$ cat config.mk
export PLATFORM = sky130hd
export DESIGN_NAME = low_pass_cascade_mc
export DESIGN_NICKNAME = d
export VERILOG_FILES = /design/src/rtl/low_pass_cascade_mc.sv
export SDC_FILE = /design/constraint.sdc
export NUM_CORES = 2
export LEC_CHECK = 0
export ABC_AREA = 1
export CORE_UTILIZATION = 38
export DETAILED_ROUTE_END_ITERATION = 10
export GPL_TIMING_DRIVEN = 0
export PLACE_DENSITY = 0.56
export SYNTH_ARGS = -nofsm -noshare
export SYNTH_HDL_FRONTEND = slang
export SYNTH_SLANG_ARGS = --single-unit
$ cat constraint.sdc
create_clock -name clk_i -period 22.2 [get_ports clk_i]
set_clock_uncertainty 0.05 [all_clocks]
set_input_delay 6.66 -clock clk_i [delete_from_list [all_inputs] [get_ports clk_i]]
set_output_delay 6.66 -clock clk_i [all_outputs]
set_load 0.005 [all_outputs]
$ cat src/rtl/low_pass_cascade_mc.sv
// Time-multiplexed, multi-channel cascade of first-order low-pass sections.
// A single shared arithmetic engine evaluates one section per clock.
module low_pass_cascade_mc #(
    parameter int WIDTH  = 16,
    parameter int NCH    = 2,
    parameter int STAGES = 2,
    localparam int CW    = (NCH > 1) ? $clog2(NCH) : 1,
    localparam int OW    = $clog2(STAGES + 1)
) (
    input  logic                    clk_i,
    input  logic                    rst_i,
    input  logic signed [WIDTH-1:0] data_i,
    input  logic [CW-1:0]           chan_i,
    input  logic                    valid_i,
    output logic                    ready_o,
    input  logic [WIDTH-1:0]        gain_i,
    input  logic [WIDTH-1:0]        cutoff_i,
    input  logic [OW-1:0]           order_i,
    input  logic                    coef_load_i,
    input  logic                    clear_i,
    output logic signed [WIDTH-1:0] data_o,
    output logic [CW-1:0]           chan_o,
    output logic                    valid_o,
    output logic                    sat_o,
    output logic                    err_o,
    output logic [1:0]              state_o
);

    localparam int KW = (STAGES > 1) ? $clog2(STAGES) : 1;
    localparam int AW = 2 * WIDTH + 2;

    // Handshake: a sample transfers on a rising edge where valid_i && ready_o;
    // ready_o only depends on state and clear_i, never on valid_i.

    typedef enum logic [1:0] {
        S_IDLE = 2'd0,
        S_RUN  = 2'd1,
        S_OUT  = 2'd2
    } state_t;

    state_t state_q, state_d;

    logic signed [WIDTH-1:0] x_q;
    logic [CW-1:0]           ch_q;
    logic [KW-1:0]           k_q;
    logic [WIDTH-1:0]        g_q, c_q, pg_q, pc_q;
    logic [OW-1:0]           ord_q, pord_q;
    logic                    pend_q;
    logic                    sat_acc_q;

    logic signed [WIDTH-1:0] xp_q [NCH][STAGES];
    logic signed [WIDTH-1:0] yp_q [NCH][STAGES];

    logic                    chan_ok;
    logic                    last_stage;
    logic signed [WIDTH-1:0] xp_sel, yp_sel;
    logic signed [WIDTH:0]   sum;
    logic signed [AW-1:0]    p_g, p_c, acc;
    logic signed [WIDTH+1:0] hi;
    logic                    sat_now;
    logic signed [WIDTH-1:0] y_sat;
    logic                    unused_acc_lo;

    function automatic logic [OW-1:0] clamp_ord(input logic [OW-1:0] o);
        if (o == '0) begin
            return OW'(1);
        end else if (int'(o) > STAGES) begin
            return OW'(STAGES);
        end else begin
            return o;
        end
    endfunction

    assign ready_o    = (state_q == S_IDLE) && !clear_i;
    assign valid_o    = (state_q == S_OUT);
    assign state_o    = state_q;
    assign chan_ok    = int'(chan_i) < NCH;
    assign last_stage = (int'(k_q) == int'(ord_q) - 1);

    always_comb begin
        state_d = state_q;
        case (state_q)
            S_IDLE:  if (valid_i && ready_o && chan_ok) state_d = S_RUN;
            S_RUN:   if (last_stage) state_d = S_OUT;
            S_OUT:   state_d = S_IDLE;
            default: state_d = S_IDLE;
        endcase
    end

    // Shifting right by WIDTH keeps acc[AW-1:WIDTH]; the section saturates
    // when the top three bits of that slice disagree.
    always_comb begin
        xp_sel  = xp_q[ch_q][k_q];
        yp_sel  = yp_q[ch_q][k_q];
        sum     = {x_q[WIDTH-1], x_q} + {xp_sel[WIDTH-1], xp_sel};
        p_g     = AW'(signed'({1'b0, g_q})) * AW'(sum);
        p_c     = AW'(signed'({1'b0, c_q})) * AW'(yp_sel);
        acc     = p_g + p_c;
        hi      = acc[AW-1:WIDTH];
        sat_now = !((&hi[WIDTH+1:WIDTH-1]) || (~|hi[WIDTH+1:WIDTH-1]));
        y_sat   = hi[WIDTH-1:0];
        if (sat_now) begin
            y_sat = hi[WIDTH+1] ? {1'b1, {(WIDTH-1){1'b0}}} : {1'b0, {(WIDTH-1){1'b1}}};
        end
    end

    assign unused_acc_lo = ^acc[WIDTH-1:0];

    always_ff @(posedge clk_i) begin
        if (rst_i) begin
            state_q   <= S_IDLE;
            x_q       <= '0;
            ch_q      <= '0;
            k_q       <= '0;
            g_q       <= '0;
            c_q       <= '0;
            ord_q     <= OW'(1);
            pg_q      <= '0;
            pc_q      <= '0;
            pord_q    <= OW'(1);
            pend_q    <= 1'b0;
            sat_acc_q <= 1'b0;
            data_o    <= '0;
            chan_o    <= '0;
            sat_o     <= 1'b0;
            err_o     <= 1'b0;
            for (int i = 0; i < NCH; i++) begin
                for (int j = 0; j < STAGES; j++) begin
                    xp_q[i][j] <= '0;
                    yp_q[i][j] <= '0;
                end
            end
        end else begin
            state_q <= state_d;
            err_o   <= 1'b0;
            case (state_q)
                S_IDLE: begin
                    if (clear_i) begin
                        for (int i = 0; i < NCH; i++) begin
                            for (int j = 0; j < STAGES; j++) begin
                                xp_q[i][j] <= '0;
                                yp_q[i][j] <= '0;
                            end
                        end
                    end
                    if (coef_load_i) begin
                        g_q   <= gain_i;
                        c_q   <= cutoff_i;
                        ord_q <= clamp_ord(order_i);
                    end
                    if (valid_i && ready_o) begin
                        if (chan_ok) begin
                            x_q       <= data_i;
                            ch_q      <= chan_i;
                            k_q       <= '0;
                            sat_acc_q <= 1'b0;
                        end else begin
                            err_o <= 1'b1;
                        end
                    end
                end
                S_RUN: begin
                    xp_q[ch_q][k_q] <= x_q;
                    yp_q[ch_q][k_q] <= y_sat;
                    x_q             <= y_sat;
                    sat_acc_q       <= sat_acc_q | sat_now;
                    if (last_stage) begin
                        data_o <= y_sat;
                        chan_o <= ch_q;
                        sat_o  <= sat_acc_q | sat_now;
                    end else begin
                        k_q <= k_q + KW'(1);
                    end
                    if (coef_load_i) begin
                        pend_q <= 1'b1;
                        pg_q   <= gain_i;
                        pc_q   <= cutoff_i;
                        pord_q <= order_i;
                    end
                end
                S_OUT: begin
                    // This edge enters IDLE: a pulse now wins over older pending values.
                    pend_q <= 1'b0;
                    if (coef_load_i) begin
                        g_q   <= gain_i;
                        c_q   <= cutoff_i;
                        ord_q <= clamp_ord(order_i);
                    end else if (pend_q) begin
                        g_q   <= pg_q;
                        c_q   <= pc_q;
                        ord_q <= clamp_ord(pord_q);
                    end
                end
                default: ;
            endcase
        end
    end

endmodule

==> impl_metrics.json <==
{
  "hold-worst-slack_ns": 0.4051,
  "vias": 22950,
  "grt_start_max_net_pins": 22,
  "hp-class": "flip-flop to flip-flop",
  "seq_area_frac_synth_pct": 20.70,
  "synth_nets": 4175,
  "critPathMaxFanout": 3,
  "finalCritPeriodShare_pct": 65.87,
  "dr.pass1.iters": 5,
  "drt-initial-drc-count": 1695,
  "drtAntennaViolNets": 0,
  "port_buffers": 75,
  "grt_pass1_vias": 22970,
  "cts_buffer_depth": 3,
  "tns_ns": 0,
  "htreeDepth": 1,
  "rsz0062_at_grt": "no",
  "max_freq_ghz": 0.06838,
  "ys_top_cells_by_count": "inv_1, nand2_1, nor2_1",
  "grt_pass1_wl_um": 142000,
  "drive_gt1_share_pct": 4.968,
  "cp-start-kind": "input pin",
  "cp_top_family": "buffers and inverters",
  "rows": 100,
  "synth_most_common_cell": "inv_1",
  "grt-ovfl-total": 0,
  "drv_cap": 0,
  "cts_root_buf": "clkbuf_16",
  "routedWlPerCell_um": 20.68,
  "hold_viol_final": 0,
  "numCtsBuffers": 26,
  "crit_arrival_ns": 7.91,
  "slew_headroom_pct": 6.028,
  "finalSetupViolCount": 0,
  "clk_pin_slew_ns": 0.06,
  "synthCells": 3417,
  "fin_crit_ns": 14.62,
  "synth_edf_count": 128,
  "initial_utilization_pct": 38.72,
  "hold_buffers": 0,
  "core-area_mm2": 0.07495,
  "path_buf_inv": 2,
  "critical-path-max-stage-delay_ns": 0.55,
  "yosysWarnings": 0,
  "cp.required_ns": 15.49,
  "dpl.hpwl_um": 78010,
  "worstSkewPairLatency_ns": 0.59,
  "slew_violations": 0,
  "yosys.area.top_type": "fa_1",
  "grtUsageTotal_pct": 24.48,
  "die_x_um": 278.3,
  "cpMostUsedCell": "clkdlybuf4s50_1",
  "synth.distinct_cells": 52,
  "slowest_stage": "clkdlybuf4s50_1",
  "yosysTopAreaCellShare_pct": 32.01,
  "netlist_area_mm2": 0.02902,
  "ys_ff_latch": 236,
  "ctsResizeCount": 0,
  "die_h_um": 278.3,
  "dieArea_mm2": 0.07747,
  "dpl_cell_area_mm2": 0.03108,
  "synth_ff_type": "edfxtp_1",
  "n_antenna_cell": 0,
  "status": "complete, no violations",
  "tightest_slew_ns": 1.405,
  "drc": 0,
  "async_reset_ff_share_pct": 0,
  "cts_setup_buffers": 0,
  "finish.instance_area_mm2": 0.03193,
  "nNetsFinal": 4282,
  "cts.sinks": 236,
  "vias_per_cell": 5.085,
  "routabilityCongestion": 0.9498,
  "end_kind": "primary output",
  "synthTopCellsByArea": "fa_1, edfxtp_1, ha_1, inv_1, dfxtp_1",
  "finalWirelength_um": 93290,
  "syn_area_per_cell_um2": 8.492,
  "io_pins": 79,
  "criticalPathCategory": "input pin to primary output",
  "antenna_found_initial": 0,
  "cts_tree": "done",
  "crit_chain": "clkdlybuf4s50_1 -> nor3_1 -> clkdlybuf4s50_1",
  "area.growth.synth_to_final_pct": 10.04
}
metal layers:
layer,GRT usage (%),share of wire (%),vias up,routed length [µm]
li1,-,-,10580,-
met1,35.65,46,11510,42700
met2,37.55,44,724,41170
met3,3.073,6.5,133,6052
met4,8.160,3.6,0,3358
met5,0,0,-,0
metrics by stage:
| stage | utilization, % | setup WS (ns) | cells |
|---|---|---|---|
| CTS | 42.60 | 7.541 | 4512 |
| global placement | 41.34 | 7.552 | 4461 |
| finish | 42.60 | 7.577 | 4512 |
| global route | 42.60 | 7.476 | 4512 |
| detailed placement | 41.47 | 7.559 | 4465 |
| floorplan | - | 8.623 | 3417 |
placed cells by master, fill, tap and decap left out, types with 25 or more instances in the layout:
cell type        count
inv_1              719
nor2_1             495
nand2_1            491
fa_1               464
ha_1               238
o21ai_0            152
edfxtp_1           128
clkbuf_1           121
dfxtp_1            108
nand3_1             91
a21oi_1             90
clkdlybuf4s50_1     75
nor3_1              47
nor2_2              38
clkbuf_16           26
a31oi_1             25
nand2_2             25
kinds of logic after synthesis:
kind of cell | count (synthesis) | share of synthesized area, %
XOR/XNOR | 28 | 0.8451
AO/OA/AOI/OAI | 333 | 6.382
other | 1 | 0.01292
buffers and inverters | 878 | 11.68
flip-flops | 236 | 20.70
adder cells (fa/ha/maj) | 702 | 42.27
AND/OR/NAND/NOR | 1239 | 18.11
worst reg2reg max path: cells and delay by family, from the launching register on:
kind                       cells  cell delay, ns
AOI/OAI and AO/OA              9            1.61
buffers and inverters         12            2.47
and+or+nand+nor               14            1.63
adders and majority gates     11            5.04
DFF                            1            0.32
xor gates and xnor gates       1            0.85
sequential cells by signal (all words and copies together) (netlist names), 2 cells and up, named ones only:
register  cells
xp_q         64
yp_q         64
c_q          16
data_o       16
g_q          16
pc_q         16
pg_q         16
x_q          16
ord_q         2
state_o       2
area by class of cell:
type,instances,area [µm²]
Inverter,738,2775
Fill cell,7666,43020
Multi-Input combinational cell,2303,19630
Timing Repair Buffer,79,838.3
Tap cell,969,1212
Clock buffer,36,708.2
Sequential cell,236,6006
Clock inverter,11,143.9
Buffer,140,613.1
path summary, 6_finish.rpt:
kind | startpoint | to | slack [ns] | depth (start not counted)
min | pg_q[15] | pg_q[15] | 0.41 | 2
max | clear_i | ready_o | 7.58 | 3
max reg2reg | k_q | yp_q[0][18] | 9.95 | 47
min reg2reg | pg_q[15] | pg_q[15] | 0.41 | 2
Power is not shown: default switching activity piles up to over one toggle a cycle in this logic, so the estimate is an artifact.
